File: src/rtl/apb_arb_pkg.sv
// Shared types and width helpers for the APB requester arbiter.
// The FSM state encoding lives here so the arbiter slice and its top agree on it.
package apb_arb_pkg;

  typedef enum logic [1:0] {
    IDLE   = 2'd0,
    SETUP  = 2'd1,
    ACCESS = 2'd2,
    DONE   = 2'd3
  } arb_state_e;

  // Index/counter width with a floor of one bit, so degenerate sizes still elaborate.
  function automatic int idx_width(input int n);
    return (n <= 2) ? 1 : $clog2(n);
  endfunction

endpackage

File: src/rtl/apb_rr_arbiter.sv
// Round-robin priority encoder: searches last+1, last+2, ... modulo NUM_REQ.
// Purely combinational; the owning FSM holds the last-grant pointer register.
module apb_rr_arbiter
  import apb_arb_pkg::*;
#(
  parameter int NUM_REQ = 2,
  localparam int GW = idx_width(NUM_REQ)
) (
  input  logic [NUM_REQ-1:0] req,
  input  logic [GW-1:0]      last,
  output logic [GW-1:0]      gnt_idx,
  output logic               gnt_vld
);

  // Walk from farthest to nearest so the nearest set bit after 'last' wins.
  always_comb begin
    gnt_idx = '0;
    gnt_vld = 1'b0;
    for (int k = NUM_REQ; k >= 1; k--) begin
      if (req[(int'(last) + k) % NUM_REQ]) begin
        gnt_idx = GW'((int'(last) + k) % NUM_REQ);
        gnt_vld = 1'b1;
      end
    end
  end

endmodule

File: src/rtl/apb_requester_arbiter.sv
// Shares one APB completer between NUM_REQ requesters, one full transfer per grant.
// Latency: grant sampled in IDLE, SETUP +1, ACCESS +2, req_pready one cycle after m_pready.
module apb_requester_arbiter
  import apb_arb_pkg::*;
#(
  parameter int NUM_REQ    = 2,
  parameter int ADDR_WIDTH = 24,
  parameter int DATA_WIDTH = 32,
  parameter int TIMEOUT    = 255,
  localparam int GW = idx_width(NUM_REQ),
  localparam int WW = idx_width(TIMEOUT + 1),
  localparam int SW = DATA_WIDTH / 8
) (
  input  logic                          pclk,
  input  logic                          preset_n,
  input  logic [NUM_REQ-1:0]            req_psel,
  input  logic [NUM_REQ-1:0]            req_pwrite,
  input  logic [NUM_REQ*ADDR_WIDTH-1:0] req_paddr,
  input  logic [NUM_REQ*DATA_WIDTH-1:0] req_pwdata,
  input  logic [NUM_REQ*SW-1:0]         req_pstrb,
  output logic [NUM_REQ-1:0]            req_pready,
  output logic [DATA_WIDTH-1:0]         req_prdata,
  output logic [NUM_REQ-1:0]            req_pslverr,
  output logic                          m_psel,
  output logic                          m_penable,
  output logic                          m_pwrite,
  output logic [ADDR_WIDTH-1:0]         m_paddr,
  output logic [DATA_WIDTH-1:0]         m_pwdata,
  output logic [SW-1:0]                 m_pstrb,
  input  logic                          m_pready,
  input  logic [DATA_WIDTH-1:0]         m_prdata,
  input  logic                          m_pslverr,
  output logic [GW-1:0]                 grant_id,
  output logic                          timeout_stb
);

  typedef struct packed {
    logic                  pwrite;
    logic [ADDR_WIDTH-1:0] paddr;
    logic [DATA_WIDTH-1:0] pwdata;
    logic [SW-1:0]         pstrb;
  } cmd_t;

  arb_state_e            state_q, state_d;
  cmd_t                  cmd_q;
  logic [GW-1:0]         last_q, grant_q, gnt_idx;
  logic                  gnt_vld;
  logic [WW-1:0]         wdog_q;
  logic [DATA_WIDTH-1:0] rdata_q;
  logic                  err_q;
  logic                  grant, rsp_cap, wd_fire;

  apb_rr_arbiter #(.NUM_REQ(NUM_REQ)) u_rr (
    .req     (req_psel),
    .last    (last_q),
    .gnt_idx (gnt_idx),
    .gnt_vld (gnt_vld)
  );

  always_ff @(posedge pclk or negedge preset_n) begin
    if (!preset_n) state_q <= IDLE;
    else           state_q <= state_d;
  end

  always_comb begin
    state_d = state_q;
    grant   = 1'b0;
    rsp_cap = 1'b0;
    wd_fire = 1'b0;
    case (state_q)
      IDLE: begin
        if (gnt_vld) begin
          grant   = 1'b1;
          state_d = SETUP;
        end
      end
      SETUP: state_d = ACCESS;
      ACCESS: begin
        if (m_pready) begin
          rsp_cap = 1'b1;
          state_d = DONE;
        end else if (TIMEOUT != 0 && wdog_q == WW'(TIMEOUT - 1)) begin
          wd_fire = 1'b1;
          state_d = DONE;
        end
      end
      DONE:    state_d = IDLE;
      default: state_d = IDLE;
    endcase
  end

  always_ff @(posedge pclk or negedge preset_n) begin
    if (!preset_n) begin
      cmd_q   <= '0;
      last_q  <= GW'(NUM_REQ - 1);
      grant_q <= '0;
      wdog_q  <= '0;
      rdata_q <= '0;
      err_q   <= 1'b0;
    end else begin
      if (grant) begin
        cmd_q.pwrite <= req_pwrite[gnt_idx];
        cmd_q.paddr  <= req_paddr[gnt_idx*ADDR_WIDTH +: ADDR_WIDTH];
        cmd_q.pwdata <= req_pwdata[gnt_idx*DATA_WIDTH +: DATA_WIDTH];
        cmd_q.pstrb  <= req_pstrb[gnt_idx*SW +: SW];
        grant_q      <= gnt_idx;
        last_q       <= gnt_idx;
      end
      // Counts ACCESS cycles only, saturating; any other state clears it.
      if (state_q == ACCESS) begin
        if (wdog_q != '1) wdog_q <= wdog_q + WW'(1);
      end else begin
        wdog_q <= '0;
      end
      if (rsp_cap) begin
        rdata_q <= m_prdata;
        err_q   <= m_pslverr;
      end else if (wd_fire) begin
        rdata_q <= '0;
        err_q   <= 1'b1;
      end
    end
  end

  assign m_psel      = (state_q == SETUP) || (state_q == ACCESS);
  assign m_penable   = (state_q == ACCESS);
  assign m_pwrite    = cmd_q.pwrite;
  assign m_paddr     = cmd_q.paddr;
  assign m_pwdata    = cmd_q.pwdata;
  assign m_pstrb     = cmd_q.pstrb;
  assign grant_id    = grant_q;
  assign req_prdata  = rdata_q;
  assign timeout_stb = wd_fire;

  always_comb begin
    req_pready  = '0;
    req_pslverr = '0;
    if (state_q == DONE) begin
      req_pready[grant_q]  = 1'b1;
      req_pslverr[grant_q] = err_q;
    end
  end

endmodule

File: config.mk
export PLATFORM = sky130hd
export DESIGN_NAME = apb_requester_arbiter
export DESIGN_NICKNAME = d
export VERILOG_FILES = /design/src/rtl/apb_arb_pkg.sv /design/src/rtl/apb_rr_arbiter.sv /design/src/rtl/apb_requester_arbiter.sv
export SDC_FILE = /design/constraint.sdc
export NUM_CORES = 1
export LEC_CHECK = 0
export CORE_MARGIN = 2
export CORE_UTILIZATION = 41
export DETAILED_ROUTE_END_ITERATION = 12
export GPL_ROUTABILITY_DRIVEN = 1
export PLACE_DENSITY = 0.82
export SYNTH_ARGS = -nofsm -noshare
export SYNTH_HDL_FRONTEND = slang
export SYNTH_SLANG_ARGS = --single-unit
File: constraint.sdc
create_clock -name pclk -period 1.95 [get_ports pclk]
set_input_delay 0.195 -clock pclk [delete_from_list [all_inputs] [get_ports pclk]]
set_output_delay 0.195 -clock pclk [all_outputs]
set_load 0.05 [all_outputs]
==> results.md <==
- CP cell instances: inv_1 -> ha_1 -> nand3_2 -> or2_4 -> nor2_4 -> buf_12
- Core Util, Final: 66.4%
- # IOs: 261
- Final worst setup slack: approximately 64 ps
- Post-DR vias/cell: 5.07
- Worst Skew: 3.33 ps
- Clock Latency Late Sink: 330 ps
- Final hold vios: 0
- Switching power total: 6.87 mW
- Via count: 4848
- Hold Slack: around 450 ps
- Status: complete, no violations
- Slew margin rel.: about three fifths
- Antenna Nets Post-Route: 0
- Die X-Extent: 116 µm
- Highest Clock Rate: 530 MHz
- TritonCTS clock tree: built
- Synth Area in XOR/XNOR: 0%
- Vias in the first global route: 4764
- Cells after Synth: 522
- Crit path arrival time: roughly 1700 ps
- Internal power: 7.18 mW
- Net Count, Synth: between 600 and 700
- Max FO, Critical Path: 5
- Port bufs: 260
- Sw Share: roughly 50%
- Worst slew pin tran: 582 ps
- Synthesis-stage register bit count: 106
- Initial Utilization: 41.6%
- Fillcell total: 1018
- Worst setup path category: reg -> out
- Min-delay worst type: in -> async
- CP max stage cell: dfrtp_1
- Dpl hpwl: 11.6 mm
- EDFF count, synth: 0
- Antenna diodes: 0
- Cell family with most CP delay: simple AND/OR/NAND/NOR gates
- Final Setup Violations: 0
- Synth warn: 0
- Ys async rst share: 100%
- Max Cap Viol: 0
- Share of total power in combinational logic: 61.1%
- Required @ worst endpoint: 1750 ps
- Die footprint: approximately 14000 µm²
- Gpl congestion: 0.815
- Overflow left after global routing: 0
- Delay of the slowest critical-path stage: a little over 400 ps
- DRC errors left: 0
- Area growth syn-to-layout: 59.7%
- Crit start category: flop
- Post-Place Worst Slack: around 150 ps
- DR pass1 iterations: 5
- Worst path bufs/invs: 2
- CTS clk-pin slew, worst paths: 70 ps
- Initial antenna violation count: 0
- DIE HEIGHT: ~120 µm
- All-Layer GR Usage: 22.0%
- Avg Cell Area, Syn: about 9.9 µm²
- Wire per inst: ~16 µm
- Clock power share: 11.7%
- CTS root buf: clkbuf_16
- Final Max Tran Viols: 0
- Mapped Area: 5180 µm²
- Critical Path End Type: output port
- H-tree level count: 3
- Compound-Gate Fraction of Synth Area: roughly 15%
- PD cells: about 1700 nW/µm²
- CTS buffer count: 9
- Max Buffers Root-to-Sink: 2
- Leakage power: 3.53 nW
- Post-Synth Simple-Gate Area: 14.7%
- Worst VDD drop: 0.000941 V
- Clock Sinks: 106
- Main combinational cell family by area after synthesis: compound AO/OA/AOI/OAI gates
- Core ar.: 12500 µm²
- Num rows: 41
- Final wirelength: 15.3 mm
- Final period utilization: 96.7%
- Largest net degree at the start of global routing: approximately 110
- Mux contribution to synthesized area: 12.0%
- Total Nets Final: 945
- Minimum clock period: 1890 ps
- Seq pwr share: 27.2%
- First-pass GRT wire length: between 20 and 25 mm
- Fin Setup TNS: 0 ps
- Ys flop type: dfrtp_1
- Synth cell types: 41
- Share of cells above drive strength 1: 6.76%
- Adder-Cell Fraction of Synth Area: 1.45%
- Seq/Total Area, Yosys: approximately half
- 1st-iter DRT viols: 219
- Tot Pwr: 14.0 mW
-- sequential cells by signal (all words and copies together), names as in the netlist, 2 cells and up --
| signal | cells |
|---|---|
| m_paddr | 24 |
| m_pstrb | 4 |
| m_pwdata | 32 |
| req_prdata | 32 |
| state_q | 2 |
| wdog_q | 8 |
-- layer usage --
metal / vias up / wire, µm / global-route usage [%]
met1: 2291 / 6110 / 27.2
li1: 2313 / - / -
met2: 208 / 7620 / 37.7
met3: 36 / 1070 / 4.10
met5: - / 0 / 0
met4: 0 / 464 / 9.52
-- what timing repair did --
item / CTS / global route
hold buffers: 1 / 0
resized for setup: 1 / 2
pin swaps: 0 / 1
setup buffers: 0 / 1
hold endpoints to repair: 105 / 0
endpoints found under the setup margin: 1 / 1
-- power groups by stage --
stage | logic (mW) | clock network [mW] | registers [mW]
detailed placement | 8.62 | 0 | 3.84
global route | 9.14 | 1.80 | 3.95
CTS | 8.64 | 1.70 | 3.82
floorplan | 2.52 | 0 | 6.86
global placement | 8.44 | 0 | 3.78
finish | 8.58 | 1.65 | 3.82
-- path summary, 6_finish.rpt --
| path | from | endpoint | slack (ps) | cells after the start |
|---|---|---|---|---|
| worst min register to register | m_pwdata[17] | m_pwdata[17] | 490 | 2 |
| worst min-delay path | preset_n | m_pstrb[3] | 450 | 3 |
| min in group pclk | m_prdata[20] | req_prdata[20] | 460 | 3 |
| worst max register to register | state_q[0] | state_q[1] | 250 | 5 |
| worst max-delay path | wdog_q[0] | timeout_stb | 60 | 6 |
| max in group asynchronous | preset_n | m_paddr[2] | 1060 | 3 |
-- area by class of cell --
cell class	count	area, µm²	share of cell area (%)
repair buffers	281	2840	34.3
flip-flops and latches	106	2650	32.1
multi-input cells	377	2290	27.6
clock buffers	13	250	3.02
well taps	172	215	2.60
clock inverters	3	15.0	0.181
inverters	4	15.0	0.181
-- stage by stage --
stage                     cells  instance area [µm²]
after floorplan             522                 5190
after global placement      938                 7980
after detailed placement    938                 7980
after CTS                   955                 8260
after global routing        956                 8280
final                       956                 8280
-- logic make-up (layout without fill, tap and decap cells) --
kind of cell | after synthesis | in the layout
compound gates | 149 | 149
fa+ha+maj | 6 | 6
buf+inv | 39 | 301
flops | 106 | 106
mux | 62 | 62
simple gates | 160 | 160
-- tightest hold or removal path, cell delays in order --
cell	delay, ps
dlygate4sd3_1	520
buf_4	110
buf_12	410
-- Yosys cell counts, drive strengths merged, types with 4 or more instances --
library cell	n	area, µm²
dfrtp	105	2630
nand2	100	375
o21ai	99	499
mux2i	62	621
a21oi	34	170
nor2b	29	181
buf	24	219
clkbuf	11	41.3
a31oi	6	37.5
ha	6	75.1
nor2	6	25.0
and2b	4	30.0
and3	4	25.0
inv	4	15.0
nand3	4	20.0
-- layout by cell type, fill, tap and decap left out, types with 2 or more instances in the layout --
master,count
clkdlybuf4s50_1,251
dfrtp_1,105
nand2_1,100
o21ai_1,73
mux2i_1,62
a21oi_1,34
nor2b_1,29
o21ai_0,25
buf_4,21
clkbuf_16,9
buf_12,8
a31oi_1,6
ha_1,5
inv_1,4
nor2_1,4
and3_1,4
and2b_1,4
nand3_1,3
clkbuf_1,3
clkinv_2,3
nand2b_1,2
and2_1,2
nor3b_1,2
o2111ai_1,2
Note: power is estimated with default switching activity, not from simulation.
